**src/rtl/friscv_m_issuer_if.sv**
```systemverilog
// friscv_m_issuer_if: decoder-side and M-extension-side instruction handshakes.
// Latency: none, this is only a bundle of wires.
// Backpressure: i_ready throttles the decoder and m_ready throttles the issuer.
//
// Signals:
//   i_valid / i_ready / i_instbus : instructions from the decoder into the issuer
//   m_valid / m_ready / m_instbus : instructions issued to the M-extension unit
// Modports:
//   slave  : the issuer's view (receives i_*, drives m_*)
//   master : the surrounding pipeline's view (drives i_*, receives m_*)

`ifndef INST_BUS_W
`define INST_BUS_W 80
`endif

interface friscv_m_issuer_if;

  logic                   i_valid;
  logic                   i_ready;
  logic [`INST_BUS_W-1:0] i_instbus;
  logic                   m_valid;
  logic                   m_ready;
  logic [`INST_BUS_W-1:0] m_instbus;

  modport slave (
    input  i_valid, i_instbus, m_ready,
    output i_ready, m_valid, m_instbus
  );

  modport master (
    output i_valid, i_instbus, m_ready,
    input  i_ready, m_valid, m_instbus
  );

endinterface

```
**src/rtl/friscv_m_issuer.sv**
```systemverilog
// friscv_m_issuer: buffers decoded M-extension instructions and issues them once operands are free.
// Latency: 1 cycle from push to earliest m_valid; 0 cycles with FRISCV_M_ISSUE_BYPASS_EN defined.
// Backpressure: i_ready = !full; m_valid/m_instbus hold until m_ready (flush drops m_valid).
//
// Ports:
//   aclk, aresetn      : clock, synchronous active-low reset
//   flush              : drop every buffered, not yet issued instruction
//   ibus (slave)       : i_valid/i_ready/i_instbus in, m_valid/m_ready/m_instbus out
//   m_regs_sts         : per-register status, 1 = no write pending
//   m_rd_wr            : one pulse per M-extension write-back
//   m_idle, outstanding: status (nothing buffered and nothing in flight / in-flight count)
// Optional feature macro: FRISCV_M_ISSUE_BYPASS_EN (same-cycle issue when the buffer is empty).

// Field layout of the instruction bus, matching friscv_h.sv.
`ifndef INST_BUS_W
`define INST_BUS_W 80
`endif
`ifndef FUNCT3
`define FUNCT3 9:7
`endif
`ifndef RS1
`define RS1 21:17
`endif
`ifndef RS2
`define RS2 26:22
`endif
`ifndef RD
`define RD 31:27
`endif

module friscv_m_issuer #(
  parameter int NB_INT_REG = 32,
  parameter int XLEN       = 32,
  parameter int DEPTH      = 2,
  parameter int MAX_OUT    = 2
) (
  input  logic                       aclk,
  input  logic                       aresetn,
  input  logic                       flush,
  friscv_m_issuer_if.slave           ibus,
  input  logic [NB_INT_REG-1:0]      m_regs_sts,
  input  logic                       m_rd_wr,
  output logic                       m_idle,
  output logic [$clog2(MAX_OUT):0]   outstanding
);

  localparam int PW = $clog2(DEPTH);
  localparam int CW = PW + 1;
  localparam int OW = $clog2(MAX_OUT) + 1;

  // Parameter sanity, evaluated at elaboration only.
  if (DEPTH < 2 || (DEPTH & (DEPTH - 1)) != 0) begin : g_depth_chk
    $error("friscv_m_issuer: DEPTH must be a power of two and at least 2");
  end
  if (XLEN != 32 && XLEN != 64) begin : g_xlen_chk
    $error("friscv_m_issuer: XLEN must be 32 or 64");
  end

  logic [`INST_BUS_W-1:0] mem [DEPTH];
  logic [PW-1:0]          wptr;
  logic [PW-1:0]          rptr;
  logic [CW-1:0]          count;
  logic [OW-1:0]          out_cnt;

  logic                   empty;
  logic                   full;
  logic [`INST_BUS_W-1:0] head;
  logic [4:0]             head_rs1, head_rs2, head_rd;
  logic                   head_hz_ok;
  logic                   can_issue;
  logic                   push;
  logic                   pop;
  logic                   issue;
  logic                   rd_dec;

  assign empty = (count == '0);
  assign full  = (count == CW'(DEPTH));
  assign head  = mem[rptr];

  assign head_rs1   = head[`RS1];
  assign head_rs2   = head[`RS2];
  assign head_rd    = head[`RD];
  assign head_hz_ok = m_regs_sts[head_rs1] & m_regs_sts[head_rs2] & m_regs_sts[head_rd];

  // Gating with aresetn keeps every output at its idle value while reset is held.
  assign can_issue = aresetn & !flush & (out_cnt < OW'(MAX_OUT));

`ifdef FRISCV_M_ISSUE_BYPASS_EN
  logic [4:0] in_rs1, in_rs2, in_rd;
  logic       in_hz_ok;
  logic       bypass;

  assign in_rs1   = ibus.i_instbus[`RS1];
  assign in_rs2   = ibus.i_instbus[`RS2];
  assign in_rd    = ibus.i_instbus[`RD];
  assign in_hz_ok = m_regs_sts[in_rs1] & m_regs_sts[in_rs2] & m_regs_sts[in_rd];

  // An empty buffer lets the incoming instruction go straight to the unit.
  assign bypass         = empty & ibus.i_valid & in_hz_ok & can_issue;
  assign ibus.m_valid   = bypass | (!empty & head_hz_ok & can_issue);
  assign ibus.m_instbus = !aresetn ? '0 : (empty ? ibus.i_instbus : head);
  // A bypassed instruction taken this cycle never enters the buffer; one that
  // is refused is written and presented again from the head next cycle.
  assign push           = ibus.i_valid & ibus.i_ready & !flush & !(bypass & ibus.m_ready);
`else
  assign ibus.m_valid   = !empty & head_hz_ok & can_issue;
  assign ibus.m_instbus = aresetn ? head : '0;
  assign push           = ibus.i_valid & ibus.i_ready & !flush;
`endif

  // i_ready ignores a same-cycle pop to keep i_ready off the m_ready path.
  assign ibus.i_ready = aresetn & !full;

  assign issue  = ibus.m_valid & ibus.m_ready;
  assign pop    = issue & !empty;
  assign rd_dec = m_rd_wr & (out_cnt != '0);

  assign m_idle      = !aresetn | (empty & (out_cnt == '0));
  assign outstanding = aresetn ? out_cnt : '0;

  always_ff @(posedge aclk) begin
    if (push) begin
      mem[wptr] <= ibus.i_instbus;
    end
  end

  always_ff @(posedge aclk) begin
    if (!aresetn) begin
      wptr    <= '0;
      rptr    <= '0;
      count   <= '0;
      out_cnt <= '0;
    end else begin
      if (flush) begin
        wptr  <= '0;
        rptr  <= '0;
        count <= '0;
      end else begin
        // DEPTH is a power of two, so pointers wrap by natural overflow.
        if (push) wptr <= wptr + 1'b1;
        if (pop)  rptr <= rptr + 1'b1;
        case ({push, pop})
          2'b10:   count <= count + 1'b1;
          2'b01:   count <= count - 1'b1;
          default: count <= count;
        endcase
      end
      // Already-issued instructions still complete after a flush.
      case ({issue, rd_dec})
        2'b10:   out_cnt <= out_cnt + 1'b1;
        2'b01:   out_cnt <= out_cnt - 1'b1;
        default: out_cnt <= out_cnt;
      endcase
    end
  end

endmodule
```
**src/flat_wrapper.sv**
```systemverilog
// flat-port wrapper written by rule: the top's interface ports become plain ports
module friscv_m_issuer_flat 
#(
  parameter int NB_INT_REG = 32,
  parameter int XLEN       = 32,
  parameter int DEPTH      = 2,
  parameter int MAX_OUT    = 2
)
  (aclk, aresetn, flush, m_regs_sts, m_rd_wr, m_idle, outstanding, ibus_i_valid, ibus_i_instbus, ibus_m_ready, ibus_i_ready, ibus_m_valid, ibus_m_instbus);
  friscv_m_issuer_if ibus_i ();
  input  logic aclk;
  input  logic aresetn;
  input  logic flush;
  input  logic [NB_INT_REG-1:0] m_regs_sts;
  input  logic m_rd_wr;
  output logic m_idle;
  output logic [$clog2(MAX_OUT):0] outstanding;
  input wire logic [$bits(ibus_i.i_valid)-1:0] ibus_i_valid;
  input wire logic [$bits(ibus_i.i_instbus)-1:0] ibus_i_instbus;
  input wire logic [$bits(ibus_i.m_ready)-1:0] ibus_m_ready;
  output wire logic [$bits(ibus_i.i_ready)-1:0] ibus_i_ready;
  output wire logic [$bits(ibus_i.m_valid)-1:0] ibus_m_valid;
  output wire logic [$bits(ibus_i.m_instbus)-1:0] ibus_m_instbus;
  assign ibus_i.i_valid = ibus_i_valid;
  assign ibus_i.i_instbus = ibus_i_instbus;
  assign ibus_i.m_ready = ibus_m_ready;
  assign ibus_i_ready = ibus_i.i_ready;
  assign ibus_m_valid = ibus_i.m_valid;
  assign ibus_m_instbus = ibus_i.m_instbus;
  friscv_m_issuer #(.NB_INT_REG(NB_INT_REG), .XLEN(XLEN), .DEPTH(DEPTH), .MAX_OUT(MAX_OUT)) u_core (.aclk(aclk), .aresetn(aresetn), .flush(flush), .ibus(ibus_i), .m_regs_sts(m_regs_sts), .m_rd_wr(m_rd_wr), .m_idle(m_idle), .outstanding(outstanding));
endmodule
```
**config.mk**
```make
export PLATFORM = sky130hd
export DESIGN_NAME = friscv_m_issuer_flat
export DESIGN_NICKNAME = d
export VERILOG_FILES = /design/src/rtl/friscv_m_issuer_if.sv /design/src/rtl/friscv_m_issuer.sv /design/src/flat_wrapper.sv
export SDC_FILE = /design/constraint.sdc
export NUM_CORES = 1
export LEC_CHECK = 0
export CAP_MARGIN = 10
export CORE_MARGIN = 10
export CORE_UTILIZATION = 47
export CTS_BUF_LIST = sky130_fd_sc_hd__clkbuf_2
export CTS_CLUSTER_SIZE = 12
export DETAILED_ROUTE_END_ITERATION = 8
export PLACE_DENSITY = 0.85
export RECOVER_POWER = 50
export SLEW_MARGIN = 40
export SYNTH_ARGS = -nofsm -noshare
export SYNTH_HDL_FRONTEND = slang
export SYNTH_SLANG_ARGS = --single-unit
```
**constraint.sdc**
```tcl
create_clock -name aclk -period 5.2 [get_ports aclk]
set_clock_uncertainty 0.15 [all_clocks]
set_input_delay 0.78 -clock aclk [delete_from_list [all_inputs] [get_ports aclk]]
set_output_delay 0.78 -clock aclk [all_outputs]
set_load 0.005 [all_outputs]
```
Word level (Yosys, flattened, before mapping)
Memory sizes are Yosys's and may differ from the RTL's. A register that Yosys moved wholly into a read port is not among the register bits. Cells that the tools add are included. Widths: inputs -> output; s select.

Div/mod/pow operators: 0. Bitwise logic cells: 15. Shifts and indexed selects: 0. Muxes and demuxes: 14. Magnitude comparators: 4. Equality and inequality tests: 5. Reduce and logical (&&, ||, !) cells: 10. Multipliers: 0. Add/sub/neg operators: 6.

Operator list (number): $mux 80 (1); $lt 5x6->1 const B (3); $bmux 1 s5 (3); $and 1x1->1 (13); $pmux 2 s2 (2); $mux 1 (7); $eq 2x2->1 const B (3); $reduce_bool 2->1 (3); $add 2x1->2 const B (2); $eq 2x1->1 const B (2); $logic_not 1->1 (4); $logic_not 2->1 (2); $sub 2x1->2 const B (2); $add 1x1->1 const B (2); $lt 2x2->1 const B (1); $mux 2 (1); $reduce_or 2->1 (1); $not 1->1 (1); $or 1x1->1 (1).

Bits in read-only memories: 0. Output and inout port bits: 85. Latch bits: 0. Memories kept: 1. Word-level logic and storage cells: 59. Input port bits: 118. Memory bits (writable): 160. Flip-flop bits (word level): 6.

Memory list: u_core.mem (words 2, bits a word 80, rd ports 1, clocked after memory_dff 1, write ports 1, RTL line friscv_m_issuer.sv:59) `` logic [`INST_BUS_W-1:0] mem [DEPTH]; ``.

Longest topological paths before layout
Depth in word-level cells: 10. Depth in mapped cells: 16. Gate-level depth less buffers: 12.

Worst setup path after synthesis
OpenSTA, ideal clock, no wires.

Path kind: input-to-reg. From: input flush. To: memory u_core.mem[0][0] (netlist name) (enable). Arrival: 4408 ps. Cell stages on the path: 2. Setup slack: 123 ps. Cells stage by stage: nand4b_1 nor2_1.

Cells in the longest elaborated chain, start to end: 4.

RTL lines: start: declaration (RTL line flat_wrapper.sv:13) `input logic flush;`; $logic_not 1->1 (RTL line friscv_m_issuer.sv:108) `assign push = ibus.i_valid & ibus.i_ready & !flush;`; $and 1x1->1 (RTL line friscv_m_issuer.sv:108); $mux 1 (RTL line friscv_m_issuer.sv:122) `if (push) begin`; $mux 1 (not written as such) (RTL line friscv_m_issuer.sv:123) `mem[wptr] <= ibus.i_instbus;`; end: declaration (RTL line friscv_m_issuer.sv:59).

Every way passes these cells.

==> results.yml <==
synthesis:
  synth_top_family_by_area: "simple AND/OR/NAND/NOR gates"
  syn_nets: 806
  postSynth.asyncResetShare_pct: 0
  seq_area_frac_synth_pct: 58.9
  synthAdderAreaFrac_pct: 0.298
  synth_edf_count: 160
  synth_compound_area_share_pct: 11.3
  synth_mux_area_share_pct: 9.92
  avgSynthCellArea_um2: 12.2
  synth_top_flop_cell: "edfxtp_1"
  synthSimpleGateAreaFrac_pct: 16.3
  synthTopCellsByArea: "edfxtp_1 (57%), mux2i_1 (9.1%), nor2b_1 (6.3%)"
  ys_ff_latch: 167
  yosys_warnings: 0
  syn_inst: 686
  synth_xor_area_share_pct: 0.522
  synth_top_area_share_pct: 57.3
  yosysUniqueCellTypes: 57
  syn_area_um2: 8390
  synth_top_area_cell: "edfxtp_1"
route:
  first_pass_iters: 5
  routed_wirelength_um: 23400
  num_vias: 6324
  drt-initial-drc-count: 453
  drcViolationCount: 0
  viasPerCell: 5.65
  ant_nets: 0
  wl_per_cell_um: 20.9
critical_path:
  critPathSlowestCell: "dfxtp_4"
  cp_top_family: "buffers and inverters"
  worstPathMaxFanout: 53
  crit_buf_inv: 2
  worstSetupPathType: "reg2out"
  path_cells: "buf_4 -> o21a_1 -> a211oi_1 -> a211oi_1 -> a211oi_1 -> nor3_1 -> and2_1 -> clkdlybuf4s50_1"
  critical_path_required_ns: 4.27
  crit_arrival_ns: 3.92
  cp_common_cell: "a211oi_1"
  endpoint_kind: "output port"
  max_stage_delay_ns: 0.81
  worstSetupStartpointType: "register"
finish:
  nets: 994
  multiInputGateArea_um2: 3220
  drive_gt1_share_pct: 5.98
  fill_cells: 1388
  ff_latch_area_um2: 4950
  syn_to_final_growth_pct: 29.1
  final_area_um2: 10800
timing:
  fmax_mhz: 206
  timing.final.ws_setup_ns: 0.346
  worst_pin_slew_ns: 2.17
  drv_slew: 81
  rsz0062_at_grt: "false"
  setup_viol: 0
  holdWs_ns: 0.197
  finalSetupTns_ns: 0
  relSlewSlack_pct: -44.8
  post-route-period-util_pct: 93.3
  period_minus_slack_ns: 4.85
  hold_violations: 0
global_routing:
  antenna_found_initial: 10
  grt_overflow: 0
  grt_pass1_vias: 6081
  grt_pass1_wl_um: 35400
  gr-usage-all-layers_pct: 19.0
  grt_start_max_net_pins: 89
clocking:
  worst_skew_pair.late_latency_ns: 0.75
  cts_tree: "done"
  cts_hold_buffers: 0
  ctsResizeCount: 0
  cts_max_level: 4
  cts_root_buf: "clkbuf_2"
  post-cts-setup-buffer-count: 0
  cts_sinks: 167
  clockBufferDepth: 2
  clk_pin_slew_worst_paths_ns: 0.28
  cts_made_buffers: 17
placed_design:
  dp_hpwl_um: 16800
  place.gp.congestion: 0.921
  placed_cell_area_um2: 10600
  portBuffers: 202
  place_ws_ns: 0.768
min_path:
  min_path_type: "in2reg"
floorplan:
  coreArea_um2: 17400
  die_w_um: 154
  rows: 48
  io-pin-count: 203
  start_util_pct: 48.2
  fp.dieArea_um2: 23600
  die_y_um: 154
power:
  power_density_nw_per_um2: 230
  leakage_nw: 3.48
  ir_drop_uv: 177
run:
  max_cap_violations: 1
outcome:
  violations: "capacitance limit, slew limit"
  outcome: "complete, but fails checks"
==> cell usage in the layout (no fill, tap or decap), drive strengths merged, types with 3 or more instances in the layout <==
cell           count
nor2b             85
and2              16
diode              7
nand2             65
a31oi              4
o22ai             10
o21a               4
a211oi             6
clkbuf            19
a21oi             22
a221oi             4
buf                5
mux2i             77
a32o               3
a21boi             4
dlygate4sd3       80
edfxtp           160
dfxtp              7
a22oi             29
a32oi              4
o21ai             12
nand3              7
inv               18
nand4              4
nand2b            38
clkinv             5
xnor2              4
nor3               7
o221ai             8
o31ai              4
o211ai             7
clkdlybuf4s50    121
nor2              16
mux2               4
nand3b             5
==> path summary, 6_finish.rpt <==
path / start / end / slack (ns) / depth (start not counted)
hold / removal: aresetn / u_core.count[0] / 0.20 / 3
setup reg to reg: register / u_core.out_cnt[1] / 1.30 / 11
hold reg to reg: u_core.rptr / register / 0.33 / 1
setup / recovery: register / ibus_m_valid / 0.35 / 8
==> cells in the mapped netlist, types with 4 or more instances <==
cell	count
a211oi_1	6
xnor2_1	4
nor2_1	13
a32oi_1	4
o31ai_1	4
o21ai_0	12
a21oi_1	22
o211ai_1	7
inv_1	10
nor2b_1	84
nand4_1	4
a31oi_1	4
mux2i_1	76
buf_2	14
nand2_1	65
nand2b_1	38
o21a_1	4
o221ai_1	8
nand3_1	7
nand3b_1	5
and2_1	16
o22ai_1	10
a22oi_1	27
clkbuf_1	19
a21boi_0	4
edfxtp_1	160
dfxtp_1	7
nor3_1	7
==> power breakdown <==
part / internal (W) / total [W] / leakage, nW / switching (W)
Combinational: 0.000155 / 0.000280 / 1.82 / 0.000125
Clock: 0.000203 / 0.000703 / 0.154 / 0.000500
Sequential: 0.00150 / 0.00151 / 1.51 / 0.0000104
==> stage by stage <==
step,instances,util (%),power (W)
floorplan,686,-,0.00164
global placement,1080,60.6,0.00182
detailed placement,1080,60.7,0.00183
CTS,1112,62.2,0.00253
global route,1116,62.1,0.00260
finish,1119,62.2,0.00249
==> layout make-up <==
type	count	area share (%)
sequential	167	45.7
multi-input combinational	470	29.8
timing repair buffer	208	19.0
tap	225	2.60
clock inverter	15	1.64
clock buffer	17	0.786
inverter	10	0.347
antenna	7	0.162
==> registers in the layout, indices dropped and copies added, names as in the netlist, named ones only <==
| name | count |
|---|---|
| u_core.out_cnt | 2 |
| u_core.mem | 160 |
| u_core.rptr | 1 |
| u_core.count | 2 |
| u_core.wptr | 1 |
==> metal layers <==
metal	wire length [µm]	track usage, %	part of all wire [%]
met1	9140	22.5	39
met2	11200	30.3	48
met3	2620	8.70	11
met4	411	5.67	1.8
met5	35	0	0.15
==> worst reg2reg max path: stages, from the launching register on <==
cell and delay (ns):
dfxtp_4 0.81, buf_4 0.52, o21a_1 0.40, a211oi_1 0.10, a211oi_1 0.30, a211oi_1 0.13, nor3_1 0.24, and3_1 0.29
inv_1 0.07, ha_1 0.33, or3_1 0.35, a21boi_0 0.16
==> cells by family after synthesis <==
family | count (synthesis)
buffers and inverters | 49
and+or+nand+nor | 250
adders and majority gates | 2
muxes | 81
AOI/OAI and AO/OA | 132
DFF | 167
xor gates and xnor gates | 5
Note: power is estimated with default switching activity, not from simulation.
